File: config.mk
export PLATFORM = sky130hd
export DESIGN_NAME = bht_ram_scheduler_flat
export DESIGN_NICKNAME = d
export VERILOG_FILES = /design/src/rtl/bht_ram_scheduler_if.sv /design/src/rtl/bht_ram_scheduler.sv /design/src/flat_wrapper.sv
export SDC_FILE = /design/constraint.sdc
export NUM_CORES = 1
export LEC_CHECK = 0
export BUFFER_PORTS_ARGS = -buffer_cell sky130_fd_sc_hd__clkbuf_2
export CORE_MARGIN = 2
export CORE_UTILIZATION = 40
export DETAILED_ROUTE_END_ITERATION = 8
export PLACE_DENSITY = 0.66
export SYNTH_ARGS = -nofsm -noshare
export SYNTH_HDL_FRONTEND = slang
export SYNTH_SLANG_ARGS = --single-unit
File: constraint.sdc
create_clock -name clk_i -period 2.7 [get_ports clk_i]
set_input_delay 0.405 -clock clk_i [delete_from_list [all_inputs] [get_ports clk_i]]
set_output_delay 0.405 -clock clk_i [all_outputs]
set_load 0.005 [all_outputs]
File: src/rtl/bht_ram_scheduler_if.sv
// Port bundle between the BHT bank scheduler, the front-end/update sources and the counter SRAM.
// The scheduler connects through the slave modport; the master modport is the opposite side.
interface bht_ram_scheduler_if #(
  parameter int NR_ROWS         = 64,
  parameter int INSTR_PER_FETCH = 2,
  parameter int CTR_BITS        = 2
);
  localparam int ROW_W  = $clog2(NR_ROWS);
  localparam int COL_W  = (INSTR_PER_FETCH > 1) ? $clog2(INSTR_PER_FETCH) : 1;
  localparam int DATA_W = INSTR_PER_FETCH * CTR_BITS;

  logic              lookup_req_i;
  logic [ROW_W-1:0]  lookup_row_i;
  logic              lookup_gnt_o;
  logic              upd_valid_i;
  logic [ROW_W-1:0]  upd_row_i;
  logic [COL_W-1:0]  upd_col_i;
  logic              upd_taken_i;
  logic              upd_ready_o;
  logic              ram_req_o;
  logic              ram_we_o;
  logic [ROW_W-1:0]  ram_addr_o;
  logic [DATA_W-1:0] ram_wdata_o;
  logic [DATA_W-1:0] ram_rdata_i;

  modport slave (
    input  lookup_req_i, lookup_row_i, upd_valid_i, upd_row_i, upd_col_i, upd_taken_i, ram_rdata_i,
    output lookup_gnt_o, upd_ready_o, ram_req_o, ram_we_o, ram_addr_o, ram_wdata_o
  );

  modport master (
    output lookup_req_i, lookup_row_i, upd_valid_i, upd_row_i, upd_col_i, upd_taken_i, ram_rdata_i,
    input  lookup_gnt_o, upd_ready_o, ram_req_o, ram_we_o, ram_addr_o, ram_wdata_o
  );
endinterface

File: src/rtl/bht_ram_scheduler.sv
// Single-port counter SRAM sequencer for one branch-predictor bank: lookups, queued
// read-modify-write counter updates, and a weakly-not-taken sweep after reset/flush.
module bht_ram_scheduler #(
  parameter int NR_ROWS         = 64,
  parameter int INSTR_PER_FETCH = 2,
  parameter int CTR_BITS        = 2,
  parameter int FIFO_DEPTH      = 4,
  parameter int STARVE_LIMIT    = 8
) (
  input  logic clk_i,
  input  logic rst_i,
  input  logic flush_i,
  input  logic debug_mode_i,
  output logic busy_o,
  bht_ram_scheduler_if.slave bus
);
  localparam int ROW_W  = $clog2(NR_ROWS);
  localparam int COL_W  = (INSTR_PER_FETCH > 1) ? $clog2(INSTR_PER_FETCH) : 1;
  localparam int DATA_W = INSTR_PER_FETCH * CTR_BITS;
  localparam int PTR_W  = (FIFO_DEPTH > 1) ? $clog2(FIFO_DEPTH) : 1;
  localparam int CNT_W  = $clog2(FIFO_DEPTH + 1);
  localparam int STV_W  = $clog2(STARVE_LIMIT + 1);

  typedef enum logic [2:0] {RST_WAIT, FLUSH, IDLE, UPD_READ, UPD_WRITE} state_t;

  typedef struct packed {
    logic [ROW_W-1:0] row;
    logic [COL_W-1:0] col;
    logic             taken;
  } upd_entry_t;

  state_t            r_state, w_state_next;
  logic [ROW_W-1:0]  r_ptr, w_ptr_next;
  logic [STV_W-1:0]  r_starve, w_starve_next;
  upd_entry_t        r_fifo [FIFO_DEPTH];
  logic [PTR_W-1:0]  r_wr_ptr, r_rd_ptr;
  logic [CNT_W-1:0]  r_count;
  logic [DATA_W-1:0] r_rdata;

  upd_entry_t        w_head;
  logic              w_empty, w_full, w_ready, w_push, w_pop, w_capture;
  logic              w_req, w_we, w_gnt;
  logic [ROW_W-1:0]  w_addr;
  logic [DATA_W-1:0] w_wdata, w_sweep_row, w_mod_row;

  function automatic logic [PTR_W-1:0] ptr_inc(input logic [PTR_W-1:0] p);
    return (p == PTR_W'(FIFO_DEPTH - 1)) ? '0 : p + 1'b1;
  endfunction

  assign w_head  = r_fifo[r_rd_ptr];
  assign w_empty = (r_count == '0);
  assign w_full  = (r_count == CNT_W'(FIFO_DEPTH));
  assign w_ready = !w_full && (r_state == IDLE || r_state == UPD_READ || r_state == UPD_WRITE);
  assign w_push  = bus.upd_valid_i && w_ready && !debug_mode_i && !flush_i;

  // Per-counter saturating update of the captured row, plus the sweep pattern.
  for (genvar gi = 0; gi < INSTR_PER_FETCH; gi++) begin : g_ctr
    logic [CTR_BITS-1:0] w_old, w_new_ctr;
    logic                w_sel;
    assign w_old = r_rdata[gi*CTR_BITS +: CTR_BITS];
    assign w_sel = (w_head.col == COL_W'(gi));
    always_comb begin
      w_new_ctr = w_old;
      if (w_head.taken && w_old != '1)
        w_new_ctr = w_old + 1'b1;
      else if (!w_head.taken && w_old != '0)
        w_new_ctr = w_old - 1'b1;
    end
    assign w_mod_row[gi*CTR_BITS +: CTR_BITS]   = w_sel ? w_new_ctr : w_old;
    assign w_sweep_row[gi*CTR_BITS +: CTR_BITS] = CTR_BITS'(1);
  end

  always_comb begin
    w_state_next  = r_state;
    w_ptr_next    = r_ptr;
    w_starve_next = r_starve;
    w_req         = 1'b0;
    w_we          = 1'b0;
    w_addr        = '0;
    w_wdata       = '0;
    w_gnt         = 1'b0;
    w_pop         = 1'b0;
    w_capture     = 1'b0;
    // A flush cycle issues nothing, so an abandoned RMW never reaches the array.
    if (flush_i) begin
      w_state_next  = FLUSH;
      w_ptr_next    = '0;
      w_starve_next = '0;
    end else begin
      case (r_state)
        RST_WAIT: w_state_next = FLUSH;
        FLUSH: begin
          w_req      = 1'b1;
          w_we       = 1'b1;
          w_addr     = r_ptr;
          w_wdata    = w_sweep_row;
          w_ptr_next = r_ptr + 1'b1;
          if (r_ptr == ROW_W'(NR_ROWS - 1)) begin
            w_state_next = IDLE;
            w_ptr_next   = '0;
          end
        end
        IDLE: begin
          if (bus.lookup_req_i && (w_empty || r_starve < STV_W'(STARVE_LIMIT))) begin
            w_gnt  = 1'b1;
            w_req  = 1'b1;
            w_addr = bus.lookup_row_i;
            if (!w_empty)
              w_starve_next = r_starve + 1'b1;
          end else if (!w_empty) begin
            w_req         = 1'b1;
            w_addr        = w_head.row;
            w_starve_next = '0;
            w_state_next  = UPD_READ;
          end
        end
        UPD_READ: begin
          w_capture = 1'b1;
          if (bus.lookup_req_i) begin
            w_gnt  = 1'b1;
            w_req  = 1'b1;
            w_addr = bus.lookup_row_i;
          end
          w_state_next = UPD_WRITE;
        end
        UPD_WRITE: begin
          w_req        = 1'b1;
          w_we         = 1'b1;
          w_addr       = w_head.row;
          w_wdata      = w_mod_row;
          w_pop        = 1'b1;
          w_state_next = IDLE;
        end
        default: w_state_next = RST_WAIT;
      endcase
    end
  end

  always_ff @(posedge clk_i or posedge rst_i) begin
    if (rst_i) begin
      r_state  <= RST_WAIT;
      r_ptr    <= '0;
      r_starve <= '0;
      r_wr_ptr <= '0;
      r_rd_ptr <= '0;
      r_count  <= '0;
      r_rdata  <= '0;
    end else begin
      r_state  <= w_state_next;
      r_ptr    <= w_ptr_next;
      r_starve <= w_starve_next;
      if (w_capture)
        r_rdata <= bus.ram_rdata_i;
      if (flush_i) begin
        r_wr_ptr <= '0;
        r_rd_ptr <= '0;
        r_count  <= '0;
      end else begin
        if (w_push)
          r_wr_ptr <= ptr_inc(r_wr_ptr);
        if (w_pop)
          r_rd_ptr <= ptr_inc(r_rd_ptr);
        if (w_push && !w_pop)
          r_count <= r_count + 1'b1;
        else if (w_pop && !w_push)
          r_count <= r_count - 1'b1;
      end
    end
  end

  always_ff @(posedge clk_i) begin
    if (w_push)
      r_fifo[r_wr_ptr] <= '{row: bus.upd_row_i, col: bus.upd_col_i, taken: bus.upd_taken_i};
  end

  assign bus.ram_req_o    = w_req;
  assign bus.ram_we_o     = w_we;
  assign bus.ram_addr_o   = w_addr;
  assign bus.ram_wdata_o  = w_wdata;
  assign bus.lookup_gnt_o = w_gnt;
  assign bus.upd_ready_o  = w_ready;
  assign busy_o           = (r_state == RST_WAIT) || (r_state == FLUSH);
endmodule

File: src/flat_wrapper.sv
// flat-port wrapper written by rule: the top's interface ports become plain ports
module bht_ram_scheduler_flat 
#(
  parameter int NR_ROWS         = 64,
  parameter int INSTR_PER_FETCH = 2,
  parameter int CTR_BITS        = 2,
  parameter int FIFO_DEPTH      = 4,
  parameter int STARVE_LIMIT    = 8
)
  (clk_i, rst_i, flush_i, debug_mode_i, busy_o, bus_lookup_req_i, bus_lookup_row_i, bus_upd_valid_i, bus_upd_row_i, bus_upd_col_i, bus_upd_taken_i, bus_ram_rdata_i, bus_lookup_gnt_o, bus_upd_ready_o, bus_ram_req_o, bus_ram_we_o, bus_ram_addr_o, bus_ram_wdata_o);
  bht_ram_scheduler_if #(.NR_ROWS(NR_ROWS), .INSTR_PER_FETCH(INSTR_PER_FETCH), .CTR_BITS(CTR_BITS)) bus_i ();
  input  logic clk_i;
  input  logic rst_i;
  input  logic flush_i;
  input  logic debug_mode_i;
  output logic busy_o;
  input wire logic [$bits(bus_i.lookup_req_i)-1:0] bus_lookup_req_i;
  input wire logic [$bits(bus_i.lookup_row_i)-1:0] bus_lookup_row_i;
  input wire logic [$bits(bus_i.upd_valid_i)-1:0] bus_upd_valid_i;
  input wire logic [$bits(bus_i.upd_row_i)-1:0] bus_upd_row_i;
  input wire logic [$bits(bus_i.upd_col_i)-1:0] bus_upd_col_i;
  input wire logic [$bits(bus_i.upd_taken_i)-1:0] bus_upd_taken_i;
  input wire logic [$bits(bus_i.ram_rdata_i)-1:0] bus_ram_rdata_i;
  output wire logic [$bits(bus_i.lookup_gnt_o)-1:0] bus_lookup_gnt_o;
  output wire logic [$bits(bus_i.upd_ready_o)-1:0] bus_upd_ready_o;
  output wire logic [$bits(bus_i.ram_req_o)-1:0] bus_ram_req_o;
  output wire logic [$bits(bus_i.ram_we_o)-1:0] bus_ram_we_o;
  output wire logic [$bits(bus_i.ram_addr_o)-1:0] bus_ram_addr_o;
  output wire logic [$bits(bus_i.ram_wdata_o)-1:0] bus_ram_wdata_o;
  assign bus_i.lookup_req_i = bus_lookup_req_i;
  assign bus_i.lookup_row_i = bus_lookup_row_i;
  assign bus_i.upd_valid_i = bus_upd_valid_i;
  assign bus_i.upd_row_i = bus_upd_row_i;
  assign bus_i.upd_col_i = bus_upd_col_i;
  assign bus_i.upd_taken_i = bus_upd_taken_i;
  assign bus_i.ram_rdata_i = bus_ram_rdata_i;
  assign bus_lookup_gnt_o = bus_i.lookup_gnt_o;
  assign bus_upd_ready_o = bus_i.upd_ready_o;
  assign bus_ram_req_o = bus_i.ram_req_o;
  assign bus_ram_we_o = bus_i.ram_we_o;
  assign bus_ram_addr_o = bus_i.ram_addr_o;
  assign bus_ram_wdata_o = bus_i.ram_wdata_o;
  bht_ram_scheduler #(.NR_ROWS(NR_ROWS), .INSTR_PER_FETCH(INSTR_PER_FETCH), .CTR_BITS(CTR_BITS), .FIFO_DEPTH(FIFO_DEPTH), .STARVE_LIMIT(STARVE_LIMIT)) u_core (.clk_i(clk_i), .rst_i(rst_i), .flush_i(flush_i), .debug_mode_i(debug_mode_i), .busy_o(busy_o), .bus(bus_i));
endmodule
Word level (Yosys, flattened, before mapping)
Memories as Yosys holds them, arrays and structs flattened.
Cells that the tools add are included.
{"block": "word_totals", "register_bits": 24, "mem_bits_rw": 32, "in_bits": 24, "out_inout_bits": 15, "wordCells": 117, "memories": 1}
{"name": "u_core.r_fifo", "depth": 4, "width": 8, "rd": 1, "rd_ports_with_merged_regs": 0, "write_ports": 1, "line": "bht_ram_scheduler.sv:35", "source": "upd_entry_t r_fifo [FIFO_DEPTH];"}
{"block": "op_classes", "n_addsub": 10, "n_lt_le_gt_ge": 1, "n_eq_ne": 14, "muxes": 51, "reduce_logical": 33}
{"operator": "$mux W6", "count": 7}
{"operator": "$mux W2", "count": 12}
{"operator": "$mux W4", "count": 6}
{"operator": "$pmux W6 S4", "count": 1}
{"operator": "$mux W3", "count": 7}
{"operator": "$pmux W3 S5", "count": 1}
{"operator": "$mux W1", "count": 14}
{"operator": "$reduce_bool A2 Y1", "count": 6}
{"operator": "$logic_and A1 B1 Y1", "count": 11}
{"operator": "$add A2 B1 Y2 const B", "count": 4}
{"operator": "$pmux W4 S2", "count": 1}
{"operator": "$add A6 B1 Y6 const B", "count": 1}
{"operator": "$eq A3 B2 Y1 const B", "count": 2}
{"operator": "$eq A3 B3 Y1 const B", "count": 2}
{"operator": "$eq A6 B6 Y1 const B", "count": 1}
{"operator": "$logic_not A1 Y1", "count": 6}
{"operator": "$logic_not A3 Y1", "count": 2}
{"operator": "$ne A2 B2 Y1 const B", "count": 3}
{"operator": "$ne A3 B3 Y1 const B", "count": 2}
{"operator": "$add A4 B1 Y4 const B", "count": 1}
{"operator": "$eq A2 B2 Y1 const B", "count": 2}
{"operator": "$logic_or A1 B1 Y1", "count": 4}
{"operator": "$lt A4 B4 Y1 const B", "count": 1}
{"operator": "$sub A2 B1 Y2 const B", "count": 2}
{"operator": "10 further kinds", "count": 10}

Depth between registers and ports, before layout
{"block": "depth", "word_depth": 12, "mapped_depth": 8, "ltp_nobuf": 7}

Least setup slack after synthesis
No wires, ideal clock.
{"block": "synth_timing", "path_type": "register -> register", "startpoint": "register u_core.r_count[0]", "endpoint": "register u_core.r_count[2]", "setup_time_ns": 0.146, "t_arrival_ns": 1.996, "t_required_ns": 2.554, "slack_ns": 0.558, "stages_incl_launch_ff": 8, "n_path_buf": 0, "synth_period_minus_slack_ns": 2.142, "path_cell_list": "dfrtp_1 -> or3b_2 -> o211ai_1 -> nor3_1 -> fa_1 -> and3_1 -> o21ai_0 -> o211ai_1"}
{"block": "synth_between", "elab_chain_len": 9, "elab_cells_between_ends": 15, "cone_classes": "add/sub (2); eq/ne (1); mux (3); reduce/logical (9)"}
{"element": "from (decl)", "line": "bht_ram_scheduler.sv:37", "source": "logic [CNT_W-1:0] r_count;"}
{"element": "from (signal assigned)", "line": "bht_ram_scheduler.sv:164", "source": "r_count <= r_count + 1'b1;"}
{"element": "from (signal assigned)", "line": "bht_ram_scheduler.sv:166", "source": "r_count <= r_count - 1'b1;"}
{"element": "$eq A3 B3 Y1", "line": "bht_ram_scheduler.sv:52", "source": "assign w_full = (r_count == CNT_W'(FIFO_DEPTH));"}
{"element": "$logic_not A1 Y1", "line": "bht_ram_scheduler.sv:53", "source": "assign w_ready = !w_full && (r_state == IDLE || r_state == UPD_READ || r_state == UPD_WRITE);"}
{"element": "$logic_and A1 B1 Y1", "line": "bht_ram_scheduler.sv:53"}
{"element": "$logic_and A1 B1 Y1 (3 in a row)", "line": "bht_ram_scheduler.sv:54", "source": "assign w_push = bus.upd_valid_i && w_ready && !debug_mode_i && !flush_i;"}
{"element": "$logic_and A1 B1 Y1 or $logic_not A1 Y1 (tied branches)", "line": "bht_ram_scheduler.sv:163, bht_ram_scheduler.sv:165"}
{"element": "$mux W3 or $logic_and A1 B1 Y1 (tied branches)", "line": "bht_ram_scheduler.sv:163, bht_ram_scheduler.sv:165"}
{"element": "$mux W3 or $reduce_bool A3 Y1 (tied branches)"}
Parallel ways exist; a longest one is shown, timed or not. The select of a mux whose other input is x is not followed.
A chain may end at the register's enable or synchronous reset.

Worst setup path in the final report
{"block": "layout_timing", "startpoint": "register u_core.r_rd_ptr[0]", "endpoint": "output port bus_ram_wdata_o[0]"}
{"block": "layout_between", "elab_chain_len": 8, "elab_cells_between_ends": 9, "cone_classes": "mux (5); reduce/logical (3); memory (1)"}
{"element": "from (decl)", "line": "bht_ram_scheduler.sv:36", "source": "logic [PTR_W-1:0] r_wr_ptr, r_rd_ptr;"}
{"element": "from (signal assigned)", "line": "bht_ram_scheduler.sv:162", "source": "r_rd_ptr <= ptr_inc(r_rd_ptr);"}
{"element": "$mem_v2 Z4 W8 (*)"}
{"element": "$logic_not A1 Y1", "line": "bht_ram_scheduler.sv:66", "source": "else if (!w_head.taken && w_old != '0)"}
{"element": "$logic_and A1 B1 Y1", "line": "bht_ram_scheduler.sv:66"}
{"element": "$mux W2", "line": "bht_ram_scheduler.sv:66"}
{"element": "$mux W2", "line": "bht_ram_scheduler.sv:64", "source": "if (w_head.taken && w_old != '1)"}
{"element": "$mux W2 (*)", "line": "bht_ram_scheduler.sv:69", "source": "assign w_mod_row[gi*CTR_BITS +: CTR_BITS] = w_sel ? w_new_ctr : w_old;"}
{"element": "$pmux W4 S2 (*)", "line": "bht_ram_scheduler.sv:90", "source": "case (r_state)"}
{"element": "$mux W4 (*)", "line": "bht_ram_scheduler.sv:85", "source": "if (flush_i) begin"}
{"element": "to (decl)", "line": "flat_wrapper.sv:29", "source": "output wire logic [$bits(bus_i.ram_wdata_o)-1:0] bus_ram_wdata_o;"}
Mark *: on every way between the ends. The rest lies on a longest branch, timed or not.

==> flow_metrics.env <==
export IMPL_netlist_area_leader_share_pct=32.5
export IMPL_drt_wl_total_um=5850
export IMPL_synth_avg_cell_area_um2=11.6
export IMPL_rsz0062_at_grt="no"
export IMPL_synth_flop_cell="edfxtp_1"
export IMPL_clock_sinks=56
export IMPL_htree_levels=2
export IMPL_drt_iter0_markers=72
export IMPL_async_reset_ff_share_pct=42.9
export IMPL_setup_tns_ns=0
export IMPL_grt_pass1_wl_um=9670
export IMPL_drcViolationCount=0
export IMPL_post_cts_buffers=0
export IMPL_cts_root_buf="clkbuf_8"
export IMPL_ys_ff_latch=56
export IMPL_synthMuxAreaShare_pct=8.89
export IMPL_antenna_cells=0
export IMPL_dp_cells=389
export IMPL_crit_arrival_ns=2.14
export IMPL_num_vias=2050
export IMPL_path_class="flop to output pin"
export IMPL_yosys_area_share_xor_xnor_pct=0.592
export IMPL_synth_top_area_cell="edfxtp_1"
export IMPL_netlist_area_mm2=0.00296
export IMPL_cts_tree="done"
export IMPL_min_period_ns=2.55
export IMPL_peakVddDrop_uv=303
export IMPL_fin_skew_ns=0.00715
export IMPL_drive_above_1_share_pct=22.8
export IMPL_hold_viol=0
export IMPL_post_synth_and_or_nand_nor_area_fraction_pct=14.2
export IMPL_synth_fa_ha_area_share_pct=6.18
export IMPL_grt_pass1_vias=1955
export IMPL_nFillCells=680
export IMPL_cp_max_fo=8
export IMPL_synth_fp_nets=293
export IMPL_stdcell_count=397
export IMPL_postRouteAntennaNets=0
export IMPL_ys_seq_area_share_pct=52.8
export IMPL_fp_row_count=31
export IMPL_die_area_mm2=0.00810
export IMPL_power_density_mw_per_mm2=454
export IMPL_fp_dieH_um=90.0
export IMPL_dp_hpwl_um=4370
export IMPL_whs_ns=0.275
export IMPL_synth_edf_count=32
export IMPL_synth_compound_area_share_pct=12.4
export IMPL_start_kind="flop"
export IMPL_viasPerCell=5.16
export IMPL_power_mw=1.55
export IMPL_worst_slew_pin_slew_ns=0.934
export IMPL_max_freq_ghz=0.392
export IMPL_period_share_pct=94.4
export IMPL_grt_usage_pct=15.2
export IMPL_start_util_pct=41.0
export IMPL_design_core_area_mm2=0.00721
export IMPL_synth_area_leaders="edfxtp_1 (33%), dfrtp_1 (20%), ha_1 (5.5%)"
export IMPL_setup_viol=0
export IMPL_routedWlPerCell_um=14.7
export IMPL_p_leak_nw=1.44
export IMPL_grt_start_max_net_pins=25
export IMPL_die_w_um=90.0
export IMPL_max_slew_margin_rel_pct=37.7
export IMPL_regArea_mm2=0.00157
export IMPL_clk_latency_ns=0.30
export IMPL_io_pins=39
export IMPL_yosysMostFrequentCell="edfxtp_1"
export IMPL_clock_path_buffers=2
export IMPL_crit_required_ns=2.30
export IMPL_synth_commonest_cells="edfxtp_1 (32), inv_1 (25), nand2_1 (25)"
export IMPL_cts_buffers=5
export IMPL_firstDrtPassIters=4
export IMPL_path_clk_slew_ns=0.10
export IMPL_area_growth_pct=15.4
export IMPL_drv_cap=0
export IMPL_hold_path_class="input port to async pin"
export IMPL_grt_overflow=0
export IMPL_netlist_instances=255
export IMPL_multi_input_area_mm2=0.00126
export IMPL_status="completed"
export IMPL_gp_congestion=0.847
export IMPL_antenna_found_initial=0
export IMPL_cp_end_kind="output pin"
export IMPL_port_buffers=38
export IMPL_synth_top_family_by_area="simple AND/OR/NAND/NOR gates"
export IMPL_synth_distinct_cells=51
export IMPL_yosysWarnings=0
export IMPL_finalMaxSlewViolations=0
export IMPL_nNetsFinal=335
report_power, final:
group	internal, mW	switching, mW
Clock	0.280	0.269
Sequential	0.912	0.0102
Combinational	0.0330	0.0468
layout by cell type (no fill, tap or decap), types with 2 or more instances in the layout:
cell type and count:
mux4_1 6, o22a_1 2, nand2b_1 5, a21oi_1 14, mux4_2 2, nor3_1 6
or3_1 8, o221ai_1 6, dfrtp_1 20, clkbuf_8 5, a21boi_0 2, clkbuf_2 38
edfxtp_1 32, ha_1 13, clkinv_4 2, a41oi_1 2, o21ai_0 9, buf_4 8
and3_1 3, inv_1 25, nor2_1 12, nor2b_1 2, a311oi_1 2, o211ai_1 2
nand2_1 25, nand4_1 2, and2_1 4, dfrtp_2 4, nand3_1 2, xor2_1 2
a31oi_1 2, mux2i_1 6
area by class of cell:
cell class / instances / area share [%]
multi-input cells: 163 / 37.0
repair buffers: 46 / 7.33
inverters: 25 / 2.75
clock buffers: 5 / 2.02
well taps: 99 / 3.63
flip-flops and latches: 56 / 45.9
clock inverters: 3 / 1.39
repair_timing:
action / 4_1_cts / 5_1_grt
gates resized for setup: 0 / 8
setup endpoints to repair: 0 / 8
hold buffers: 0 / 0
state kept, by name (all words and copies together), names as in the netlist:
name / count
u_core.r_fifo: 32
u_core.r_ptr: 6
u_core.r_rdata: 4
u_core.r_starve: 4
u_core.r_count: 3
u_core.r_state: 3
u_core.r_rd_ptr: 2
u_core.r_wr_ptr: 2
cells by family (layout without fill, tap and decap cells):
| group | after synthesis | after routing |
|---|---|---|
| xor gates and xnor gates | 2 | 2 |
| adders and majority gates | 14 | 14 |
| buffers and inverters | 36 | 79 |
| AOI/OAI and AO/OA | 53 | 53 |
| and+or+nand+nor | 80 | 80 |
| DFF | 56 | 56 |
| muxes | 14 | 14 |
critical path, stage by stage, from the launching register on:
cell and delay (ns):
dfrtp_2 0.44, mux4_2 0.59, or4_1 0.42, mux2i_1 0.14
a311o_1 0.14, clkbuf_2 0.11
layer usage:
layer	global-route usage, %	routed length [um]
met1	21.3	2730
met2	23.8	2680
met3	3.10	371
met4	4.87	74
met5	0	0
worst paths after layout:
kind                                     from  cells after the start  slack, ns                  to
min reg2reg                   u_core.r_ptr[5]                      1       0.53     u_core.r_ptr[5]
max reg2reg                 u_core.r_count[0]                      7       0.50   u_core.r_count[2]
max                        u_core.r_rd_ptr[0]                      5       0.15  bus_ram_wdata_o[0]
min in group clk_i         bus_ram_rdata_i[2]                      3       0.30   u_core.r_rdata[2]
min                                     rst_i                      2       0.27  u_core.r_wr_ptr[0]
max in group asynchronous               rst_i                      2       1.79   u_core.r_state[2]
metrics by stage:
stage	setup slack, ns	cell area, um^2	util [%]
after global placement	0.387	3280	45.4
final	0.151	3410	47.3
after floorplan	0.558	2960	-
after global routing	0.00999	3410	47.3
after CTS	0.0240	3390	47.1
after detailed placement	0.367	3280	45.4
No activity file was read; power rests on OpenSTA's default activity.
